`config.mk`:
```
export PLATFORM = sky130hd
export DESIGN_NAME = bit_serial_subtractor
export DESIGN_NICKNAME = d
export VERILOG_FILES = /design/src/rtl/bit_serial_subtractor.sv
export SDC_FILE = /design/constraint.sdc
export NUM_CORES = 1
export LEC_CHECK = 0
export ABC_AREA = 0
export ABC_CLOCK_PERIOD_IN_PS = 2200
export CAP_MARGIN = 20
export CORE_ASPECT_RATIO = 1.2
export CORE_UTILIZATION = 51
export CTS_BUF_LIST = sky130_fd_sc_hd__clkbuf_8
export CTS_CLUSTER_SIZE = 20
export DETAILED_ROUTE_END_ITERATION = 12
export GPL_TIMING_DRIVEN = 1
export HOLD_SLACK_MARGIN = 0.02
export PLACE_DENSITY = 0.78
export SETUP_SLACK_MARGIN = 0.5
export SKIP_LAST_GASP = 1
export SYNTH_ARGS = -nofsm -noshare
export SYNTH_HDL_FRONTEND = slang
export SYNTH_SLANG_ARGS = --single-unit
```
`constraint.sdc`:
```
create_clock -name Clk -period 2.2 [get_ports Clk]
set_input_delay 0.44 -clock Clk [delete_from_list [all_inputs] [get_ports Clk]]
set_output_delay 0.44 -clock Clk [all_outputs]
set_load 0.005 [all_outputs]
```
`src/rtl/bit_serial_subtractor.sv`:
```
// Bit-serial WIDTH-bit subtractor: Diff = A - B - BorrowI, one bit per clock.
// Optional two's-complement Overflow output enabled by BIT_SERIAL_SUBTRACTOR_OVF_EN.
module bit_serial_subtractor #(
  parameter int unsigned WIDTH = 15,
  parameter int unsigned CNT_W = 5
) (
  input  logic             Clk,
  input  logic             Reset,
  input  logic             Start,
  input  logic [WIDTH-1:0] A,
  input  logic [WIDTH-1:0] B,
  input  logic             BorrowI,
  output logic             Busy,
  output logic             Done,
  output logic [WIDTH-1:0] Diff,
  output logic             BorrowO
`ifdef BIT_SERIAL_SUBTRACTOR_OVF_EN
  ,
  output logic             Overflow
`endif
);

  typedef enum logic [1:0] {IDLE, RUN, DONE} state_t;

  state_t state, nextState;

  logic [WIDTH-1:0] sa, sb;
  // Upper WIDTH-1 result bits; the final d completes the word on the exit edge.
  logic [WIDTH-2:0] res;
  logic             br;
  logic [CNT_W-1:0] cnt;
  logic             d, brNext, lastBit;

`ifdef BIT_SERIAL_SUBTRACTOR_OVF_EN
  logic aMsb, bMsb;
`endif

  assign d       = sa[0] ^ sb[0] ^ br;
  assign brNext  = (~sa[0] & sb[0]) | (~(sa[0] ^ sb[0]) & br);
  assign lastBit = (cnt == CNT_W'(WIDTH - 1));

  always_ff @(posedge Clk) begin
    if (Reset) state <= IDLE;
    else       state <= nextState;
  end

  always_comb begin
    nextState = state;
    Busy      = 1'b0;
    Done      = 1'b0;
    case (state)
      IDLE: if (Start) nextState = RUN;
      RUN: begin
        Busy = 1'b1;
        if (lastBit) nextState = DONE;
      end
      DONE: begin
        Done      = 1'b1;
        nextState = IDLE;
      end
      default: nextState = IDLE;
    endcase
  end

  always_ff @(posedge Clk) begin
    if (Reset) begin
      sa      <= '0;
      sb      <= '0;
      res     <= '0;
      br      <= 1'b0;
      cnt     <= '0;
      Diff    <= '0;
      BorrowO <= 1'b0;
`ifdef BIT_SERIAL_SUBTRACTOR_OVF_EN
      aMsb     <= 1'b0;
      bMsb     <= 1'b0;
      Overflow <= 1'b0;
`endif
    end else if (state == IDLE) begin
      if (Start) begin
        sa  <= A;
        sb  <= B;
        br  <= BorrowI;
        cnt <= '0;
`ifdef BIT_SERIAL_SUBTRACTOR_OVF_EN
        aMsb <= A[WIDTH-1];
        bMsb <= B[WIDTH-1];
`endif
      end
    end else if (state == RUN) begin
      sa  <= sa >> 1;
      sb  <= sb >> 1;
      res <= {d, res[WIDTH-2:1]};
      br  <= brNext;
      cnt <= cnt + CNT_W'(1);
      if (lastBit) begin
        Diff    <= {d, res};
        BorrowO <= brNext;
`ifdef BIT_SERIAL_SUBTRACTOR_OVF_EN
        Overflow <= (aMsb != bMsb) && (d != aMsb);
`endif
      end
    end
  end

endmodule

```
==> flow_summary.json <==
{
  "maxCapViolCount": 0,
  "gp_congestion": 0.735,
  "via_per_inst": 5.74,
  "syn_inst": 291,
  "start_util_pct": 52.6,
  "ctsLongestPathBuffers": 2,
  "cts_made_buffers": 9,
  "critPathCaptureType": "primary output",
  "final_cells": 405,
  "area_growth_pct": 27.9,
  "diodes": 0,
  "power-per-cell-area_mw_per_mm2": 741,
  "grt_max_degree": 39,
  "crit_end": "Busy",
  "synth-seq-area-share_pct": 49.2,
  "status": "complete, no violations",
  "p_leak_nw": 1.25,
  "crit_type": "reg -> out",
  "peakVddDrop_v": 0.000461,
  "hpwlAfterDp_mm": 3.77,
  "finalSetupViolations": 0,
  "tightest_slew_ps": 603,
  "num_rows": 29,
  "syn_nets": 328,
  "rr_startpoint": "cnt[0]",
  "hold_buffers": 0,
  "crit_arrival_ps": 1230,
  "grt_usage_pct": 22.1,
  "skew_ps": 6.19,
  "drive_gt1_share_pct": 13.4,
  "placedCellCount": 388,
  "root_buffer": "clkbuf_8",
  "drtIter0Drc": 129,
  "rsz0062_at_grt": "true",
  "grt_pass1_vias": 2224,
  "syn_area_mm2": 0.00277,
  "cts_tree": "built",
  "clkSinkCount": 68,
  "die_w_um": 69.3,
  "clkSlewWorstSetupHoldPaths_ps": 70,
  "num_io_pins": 52,
  "htreeDepth": 3,
  "clock_latency_ps": 340,
  "hold_viol_final": 0,
  "p_total_mw": 2.62,
  "setup_tns_ps": 0,
  "clock.fmax_mhz": 600,
  "vias": 2326,
  "overflow": 0,
  "crit_start": "state[1]",
  "timing.final.max_slew_violations": 0,
  "syn_avg_cell_area_um2": 9.51,
  "ys.warnings.count": 0,
  "worstRegToRegCells": 5,
  "min_period_ps": 1670,
  "die_h_um": 82.7,
  "routed_wl_mm": 5.85,
  "dieArea_mm2": 0.00573,
  "antenna_found_initial": 0,
  "drc_errors": 0,
  "wl_per_cell_um": 14.4,
  "first_pass_iters": 4,
  "grt_pass1_wl_mm": 10.0,
  "rrSetupSlack_ps": 630,
  "critPathRequiredTime_ps": 1760,
  "nets": 375,
  "synth_cell_types": 39,
  "relSlewSlack_pct": 59.7,
  "cp_max_fo": 17,
  "place.port_buffers": 51,
  "min_period_over_period_pct": 75.7,
  "fin_util_pct": 67.3,
  "core-area_mm2": 0.00526,
  "hp-class": "reg -> reg",
  "detail-route-antenna-nets": 0,
  "r2r-end": "Diff[1]",
  "crit_path_start_kind": "flop",
  "synth-seq-cells": 68
}
==> per-stage QoR <==
step | worst slack [ps] | area, um^2 | hold WS [ps]
after detailed placement | 363 | 3300 | 448
after CTS | 491 | 3530 | 462
after global placement | 435 | 3300 | 445
after floorplan | 578 | 2770 | 432
after global routing | 489 | 3540 | 480
final | 534 | 3540 | 458
==> cell type report <==
type | count | area [um^2]
clock buffer | 10 | 138
clock inverter | 6 | 63.8
fill | 425 | 1720
inverter | 5 | 31.3
multi-input combinational | 190 | 1230
sequential | 68 | 1370
tap | 62 | 77.6
timing repair buffer | 64 | 634
==> cell usage after synthesis <==
library cell	number	area, um^2
a211oi_2	1	12.5
a21oi_1	34	170
a2bb2oi_1	1	8.76
a31o_1	9	78.8
a31o_2	6	52.6
a31oi_1	2	12.5
and2_1	1	6.26
and2_4	1	8.76
and3_1	1	6.26
and4b_1	1	10.0
buf_1	2	7.51
buf_12	1	20.0
buf_2	10	50.1
buf_4	3	22.5
buf_6	3	33.8
clkbuf_1	9	33.8
dfxtp_1	68	1360
fa_1	1	20.0
ha_1	2	25.0
inv_1	4	15.0
inv_4	1	6.26
nand2_1	34	128
nand2b_1	16	100
nand2b_4	1	13.8
nand3_1	4	20.0
nand3b_1	2	15.0
nor2_1	1	3.75
nor2_2	1	6.26
nor2b_1	4	25.0
o2111ai_1	1	8.76
o21ai_0	2	10.0
o21ai_1	1	5.00
o21bai_1	1	7.51
o22ai_1	30	188
o2bb2ai_1	28	245
o41ai_1	1	8.76
or2_2	1	6.26
or3_1	1	6.26
or3b_2	1	8.76
==> flip-flops by register name (all words and copies together), names as in the netlist <==
signal   flops
sb          15
sa          15
cnt          5
br           1
res         14
Diff        15
BorrowO      1
state        2
==> cells by family (layout without fill, tap and decap cells) <==
family | count (synthesis) | count (layout) | share of synthesized area, %
AO/OA/AOI/OAI | 117 | 117 | 29.2
adder cells (fa/ha/maj) | 3 | 3 | 1.63
buffers and inverters | 33 | 85 | 6.83
flip-flops | 68 | 68 | 49.2
AND/OR/NAND/NOR | 70 | 70 | 13.2
==> worst min-delay path by stage <==
stage,end,cells past startpoint,startpoint,slack (ps)
after floorplan,br,1,br,430
after global placement,sb[12],1,sb[12],450
after detailed placement,sa[4],1,sa[4],450
after CTS,res[0],2,res[0],460
after global routing,sb[13],1,sb[13],480
final,res[0],2,res[0],460
==> cells in the final DEF (no fill, tap or decap), drive strengths merged, types with 3 or more instances in the layout <==
cell type	n
a21oi	34
a31o	15
buf	13
clkbuf	10
clkdlybuf4s50	49
clkinv	4
dfxtp	68
inv	4
nand2	34
nand2b	17
nand3	4
nor2b	4
o21ai	3
o22ai	30
o2bb2ai	28
==> worst max-delay path, stage by stage (launching register included) <==
cell	delay (ps)
dfxtp_4	360
nand2b_4	160
clkinv_8	90
dlygate4sd2_1	280
==> power by group <==
| group | internal (mW) | switching, mW | leakage [nW] |
|---|---|---|---|
| sequential | 1.28 | 0.0361 | 0.556 |
| clock | 0.551 | 0.474 | 0.0983 |
| combinational | 0.144 | 0.135 | 0.598 |
==> layer usage <==
metal,wire length [um],vias up,global-route usage (%)
li1,-,1168,-
met1,2640,1093,26.0
met2,2880,55,38.8
met3,234,10,4.13
met4,95,0,11.2
met5,0,-,0
==> what timing repair did <==
action                                 CTS  global route
buffers inserted                         0             1
setup endpoints to repair               30             7
resized for setup                       11             2
endpoints found under the hold margin    0             0
Note: power is estimated with default switching activity, not from simulation.
